==> src/rtl/adder_case2_driver.sv <==
// Host-side initiator for the 128-bit adder: packs host words into {b,a}, issues, captures the sum, streams it back.
// Optional result timeout is compiled in with `define ADDER_DRV_TIMEOUT_EN.
module adder_case2_driver #(
   parameter int IN_W    = 32,
   parameter int TIMEOUT = 16
) (
   input  logic            clk,
   input  logic            rst_n,
   input  logic [IN_W-1:0] s_tdata,
   input  logic            s_tvalid,
   output logic            s_tready,
   output logic [127:0]    add_din,
   output logic            add_din_tvalid,
   input  logic [63:0]     add_dout,
   input  logic            add_dout_tvalid,
   output logic [IN_W-1:0] m_tdata,
   output logic            m_tvalid,
   input  logic            m_tready,
   output logic            busy,
   output logic            timeout_err
);
   localparam int NIN  = 128 / IN_W;
   localparam int NOUT = 64 / IN_W;
   localparam int KW   = $clog2(NIN);
   localparam int JW   = (NOUT > 1) ? $clog2(NOUT) : 1;

   if (!(IN_W == 16 || IN_W == 32 || IN_W == 64) || TIMEOUT < 1) begin : g_bad_param
      $error("adder_case2_driver: unsupported IN_W or TIMEOUT");
   end

   typedef enum logic [1:0] {ST_COLLECT, ST_ISSUE, ST_WAIT, ST_SEND} state_t;

   state_t                       state_q, state_d;
   logic [KW-1:0]                k_q, k_d;
   logic [JW-1:0]                j_q, j_d;
   logic [NIN-1:0][IN_W-1:0]     din_q;
   logic [NOUT-1:0][IN_W-1:0]    res_q, res_d;
   logic                         din_we, res_we;
   logic                         rdy_q, rdy_d;

`ifdef ADDER_DRV_TIMEOUT_EN
   localparam int CW = (TIMEOUT > 1) ? $clog2(TIMEOUT) : 1;
   logic [CW-1:0] cnt_q, cnt_d;
   logic          tmo_q, tmo_d;
`endif

   always_comb begin
      state_d = state_q;
      k_d     = k_q;
      j_d     = j_q;
      din_we  = 1'b0;
      res_we  = 1'b0;
      res_d   = add_dout;
`ifdef ADDER_DRV_TIMEOUT_EN
      cnt_d   = '0;
      tmo_d   = tmo_q;
`endif
      case (state_q)
         ST_COLLECT: begin
            if (s_tvalid && rdy_q) begin
               din_we = 1'b1;
               if (k_q == KW'(NIN - 1)) begin
                  k_d     = '0;
                  state_d = ST_ISSUE;
               end else begin
                  k_d = k_q + 1'b1;
               end
            end
         end
         ST_ISSUE: state_d = ST_WAIT;
         ST_WAIT: begin
            if (add_dout_tvalid) begin
               res_we  = 1'b1;
               state_d = ST_SEND;
            end
`ifdef ADDER_DRV_TIMEOUT_EN
            // After TIMEOUT silent WAIT cycles, hand the host an all-ones result.
            else if (cnt_q == CW'(TIMEOUT - 1)) begin
               res_we  = 1'b1;
               res_d   = '1;
               tmo_d   = 1'b1;
               state_d = ST_SEND;
            end else begin
               cnt_d = cnt_q + 1'b1;
            end
`endif
         end
         ST_SEND: begin
            if (m_tready) begin
               if (j_q == JW'(NOUT - 1)) begin
                  j_d     = '0;
                  state_d = ST_COLLECT;
               end else begin
                  j_d = j_q + 1'b1;
               end
            end
         end
         default: state_d = ST_COLLECT;
      endcase
      // Registered ready keeps s_tready low while reset is asserted.
      rdy_d = (state_d == ST_COLLECT);
   end

   always_ff @(posedge clk or negedge rst_n) begin
      if (!rst_n) begin
         state_q <= ST_COLLECT;
         k_q     <= '0;
         j_q     <= '0;
         din_q   <= '0;
         res_q   <= '0;
         rdy_q   <= 1'b0;
      end else begin
         state_q <= state_d;
         k_q     <= k_d;
         j_q     <= j_d;
         rdy_q   <= rdy_d;
         if (din_we) din_q[k_q] <= s_tdata;
         if (res_we) res_q <= res_d;
      end
   end

`ifdef ADDER_DRV_TIMEOUT_EN
   always_ff @(posedge clk or negedge rst_n) begin
      if (!rst_n) begin
         cnt_q <= '0;
         tmo_q <= 1'b0;
      end else begin
         cnt_q <= cnt_d;
         tmo_q <= tmo_d;
      end
   end
   assign timeout_err = tmo_q;
`else
   assign timeout_err = 1'b0;
`endif

   assign s_tready       = rdy_q;
   assign add_din        = din_q;
   assign add_din_tvalid = (state_q == ST_ISSUE);
   assign m_tvalid       = (state_q == ST_SEND);
   assign m_tdata        = res_q[j_q];
   assign busy           = (state_q != ST_COLLECT);

endmodule

==> config.mk <==
export PLATFORM = sky130hd
export DESIGN_NAME = adder_case2_driver
export DESIGN_NICKNAME = d
export VERILOG_FILES = /design/src/rtl/adder_case2_driver.sv
export SDC_FILE = /design/constraint.sdc
export NUM_CORES = 1
export LEC_CHECK = 0
export ABC_AREA = 0
export BUFFER_PORTS_ARGS = -buffer_cell sky130_fd_sc_hd__buf_2
export CAP_MARGIN = 5
export CORE_MARGIN = 5
export CORE_UTILIZATION = 50
export CTS_CLUSTER_SIZE = 14
export DETAILED_ROUTE_END_ITERATION = 8
export GPL_TIMING_DRIVEN = 0
export PLACE_DENSITY = 0.76
export SKIP_CTS_REPAIR_TIMING = 1
export SYNTH_ARGS = -nofsm -noshare
export SYNTH_HDL_FRONTEND = slang
export SYNTH_SLANG_ARGS = --single-unit
==> constraint.sdc <==
create_clock -name clk -period 2 [get_ports clk]
set_clock_uncertainty 0.05 [all_clocks]
set_input_delay 0.2 -clock clk [delete_from_list [all_inputs] [get_ports clk]]
set_output_delay 0.2 -clock clk [all_outputs]
set_load 0.03 [all_outputs]
==> summary.md <==
| Metric | Value |
|---|---|
| Status | `finished with violations` |
| Violations in the final reports | `negative hold slack` |
| Area of the die | `0.0182 mm2` |
| Worst hold path cell count | `2` |
| Final Non-Filler Cells | `1,061` |
| Cell family contributing the most delay on the critical path | `flip-flops` |
| Maximum number of buffers from clock root to sink | `2` |
| Clk slew on worst S/H paths | `0.06 ns` |
| Clock Power Share | `23.2%` |
| Routed WL | `20.4 mm` |
| Leak pwr | `5.81 nW` |
| Top cells by area in the synthesized netlist | `sky130_fd_sc_hd__dfrtp_1 63%, sky130_fd_sc_hd__mux2_2 32%, sky130_fd_sc_hd__buf_4 1.3%, sky130_fd_sc_hd__ha_1 0.64%, sky130_fd_sc_hd__buf_2 0.45%` |
| Largest stage delay on the critical path | `0.46 ns` |
| Portion of total power attributed to sequential cells | `37.8%` |
| Total number of cells along the worst setup path | `3` |
| Final Slew Violations | `0` |
| Switch share | `37.0%` |
| Avg WL per Cell | `19.2 um` |
| Number of endpoints with negative hold slack in the final report | `1` |
| Number of antenna cells inserted | `0` |
| Length of the first detailed-routing pass in iterations | `4` |
| Placeable core region | `0.0153 mm2` |
| Class of the tightest hold or removal check | `input port to flip-flop` |
| Synthesized instance count | `476` |
| Min Clock Period, post-route | `1.94 ns` |
| Origin of the worst min-delay path | `m_tready` |
| Via Count | `5,342` |
| Syn nets | `581` |
| Weighted congestion reported at the end of routability-driven placement | `0.765` |
| Start point of the critical path | `j_q` |
| HPWL reported at the end of detailed placement | `13.8 mm` |
| Beginning of the worst register-to-register path | `state_q[0]` |
| Chip height | `135 um` |
| Worst-Skew Late Latency | `0.42 ns` |
| TritonCTS clock tree | `yes` |
| Die Span X | `135 um` |
| Highest achievable clock rate | `0.516 GHz` |
| Largest fanout of any net on the critical path | `10` |
| Overall track demand over capacity in global routing | `20.8%` |
| DRT antenna net count | `0` |
| Transition time at the pin with the least slew margin | `0.722 ns` |
| Crit path capture type | `output port` |
| Share of the clock period used by the worst path after layout | `96.9%` |
| Critical path buffers and inverters | `2` |
| Total of flip-flops plus latches after synthesis | `198` |
| Number of buffers created by CTS | `17` |
| Mapped Avg Cell Area | `16.4 um2` |
| Part of the Yosys area used for sequential elements | `63.4%` |
| Count of buffers inserted at the top-level ports | `264` |
| First-pass GRT wire length | `29.8 mm` |
| Clock tree root buffer cell | `sky130_fd_sc_hd__clkbuf_16` |
| Critical Path Start Type | `flip-flop` |
| Critical path type | `flip-flop to output port` |
| Power density over cell area | `1430 mW/mm2` |
| Setup Viol. Count Final | `0` |
| Min Hold Slack | `-0.00405 ns` |
| Logic pwr share | `39.0%` |
| P&R area growth vs syn | `38.8%` |
| WP data arrival | `1.69 ns` |
| Mapped Area | `0.00781 mm2` |
| Switching Power | `5.74 mW` |
| Initial antenna violation count | `0` |
| Number of nets in the final layout | `942` |
| Largest net degree at the start of global routing | `104` |
| Share of cells above drive strength 1 | `64.1%` |
| Starting DRC count in detailed routing | `182` |
| H-tree depth reported by CTS | `4` |
| GR Overflow Total | `0` |
| Count of cell types in the netlist | `22` |
| TritonCTS sink count | `198` |
| CP max stage cell | `sky130_fd_sc_hd__dfrtp_2` |
| Critical-path cell list | `buf_4 > mux2_2 > buf_2` |
| Internal Dissipation | `9.78 mW` |
| Effective utilization at floorplan | `51.2%` |
| Post-synthesis cell type with the largest combined area | `sky130_fd_sc_hd__dfrtp_1` |
| Depth of the worst register-to-register path | `5` |
| VDD IR-drop max | `0.704 mV` |
| Number of global-route vias before repair | `5,568` |
| Via density per instance | `5.03` |
| # Max-Cap Violations | `0` |
| Number of warning messages in the yosys log | `0` |
| Boundary Pins | `266` |
| Data required time of the worst path | `1.75 ns` |
| Top cell type's share of synthesized area | `63.4%` |
| Slew headroom | `51.9%` |
| Number of rows created at floorplan | `45` |
| Post-Place Cells | `952` |
| Number of DRC violations after detailed routing | `0` |
==> per-layer routing <==
| layer | wire (um) | up-vias | part of all wire, % | global-route usage, % |
|---|---|---|---|---|
| li1 | - | 2403 | - | - |
| met1 | 7640 | 2686 | 37 | 24.9 |
| met2 | 10500 | 220 | 51 | 34.7 |
| met3 | 1930 | 33 | 9.4 | 8.35 |
| met4 | 351 | 0 | 1.7 | 6.66 |
| met5 | 0 | - | 0 | 0 |
==> cell families after synthesis <==
| logic type | after synthesis | synth area share [%] |
|---|---|---|
| buffers and inverters | 28 | 2.13 |
| multiplexers | 224 | 32.3 |
| AND/OR/NAND/NOR | 15 | 0.993 |
| AO/OA/AOI/OAI | 5 | 0.368 |
| flip-flops | 198 | 63.4 |
| adder cells (fa/ha/maj) | 4 | 0.641 |
| XOR/XNOR | 1 | 0.112 |
| other | 1 | 0.0480 |
==> flip-flops by register name (all words and copies together) (netlist names) <==
signal and count:
j_q 1, k_q 2, add_din 128, res_q 64
state_q 2, s_tready 1
==> power groups by stage <==
stage | logic [mW] | registers [mW] | clock network (mW)
floorplan | 3.27 | 6.67 | 0
global placement | 5.77 | 5.74 | 0
finish | 6.05 | 5.87 | 3.60
detailed placement | 5.90 | 5.85 | 0
CTS | 5.91 | 5.78 | 3.66
global route | 6.41 | 6.00 | 3.83
==> through the flow <==
stage               utilization [%]  worst slack, ns  area (um2)  setup TNS (ns)  power [mW]
finish                         71.1           0.0620       10800               0        15.5
global route                   71.1         -0.00326       10800        -0.00326        16.2
CTS                            65.9           -0.510       10100          -13.06        15.4
detailed placement             61.8          -0.0365        9440          -0.479        11.7
global placement               61.6            -2.29        9400         -450.87        11.5
floorplan                         -            0.299        7810               0        9.94
==> cell type report <==
cell class	instances	area [um2]
buffer	24	163
clock buffer	21	450
clock inverter	11	171
fill	997	4410
inverter	3	11.3
multi-input combinational	250	2690
sequential	198	4960
tap	211	264
timing repair buffer	343	2140
==> path summary, 6_finish.rpt <==
kind,endpoint,slack (ns)
max,m_tdata[3],0.06
min,state_q[1],-0.004
max reg2reg,add_din[14],0.18
min reg2reg,add_din[83],0.45
max in group asynchronous,add_din[14],0.65
min in group asynchronous,res_q[6],0.33
==> layout by cell type, fill, tap and decap left out, drive strengths merged <==
cell type	synthesis	final
a21oi	1	1
inv	3	6
clkbuf	1	21
dfrtp	198	198
o211ai	1	1
and2	1	1
dlygate4sd3	0	78
nor2b	1	1
conb	1	1
and4bb	1	1
mux2	224	224
clkinvlp	0	1
nand2	8	8
xnor2	1	1
ha	4	4
a31oi	1	1
nand3b	1	1
o21ai	2	2
clkinv	0	3
nand3	1	1
buf	24	289
nor2	2	2
bufinv	0	4
==> synth_stat cells <==
| cell | count |
|---|---|
| sky130_fd_sc_hd__o211ai_1 | 1 |
| sky130_fd_sc_hd__dfrtp_1 | 198 |
| sky130_fd_sc_hd__ha_1 | 4 |
| sky130_fd_sc_hd__a31oi_1 | 1 |
| sky130_fd_sc_hd__buf_1 | 3 |
| sky130_fd_sc_hd__xnor2_1 | 1 |
| sky130_fd_sc_hd__nand2_1 | 7 |
| sky130_fd_sc_hd__and2_1 | 1 |
| sky130_fd_sc_hd__o21ai_0 | 2 |
| sky130_fd_sc_hd__and4bb_2 | 1 |
| sky130_fd_sc_hd__nand3_1 | 1 |
| sky130_fd_sc_hd__a21oi_1 | 1 |
| sky130_fd_sc_hd__buf_2 | 7 |
| sky130_fd_sc_hd__buf_4 | 14 |
| sky130_fd_sc_hd__mux2_2 | 224 |
| sky130_fd_sc_hd__nor2b_1 | 1 |
| sky130_fd_sc_hd__nand2_2 | 1 |
| sky130_fd_sc_hd__conb_1 | 1 |
| sky130_fd_sc_hd__clkbuf_1 | 1 |
| sky130_fd_sc_hd__nand3b_1 | 1 |
| sky130_fd_sc_hd__inv_1 | 3 |
| sky130_fd_sc_hd__nor2_1 | 2 |
Note: power is estimated with default switching activity, not from simulation.
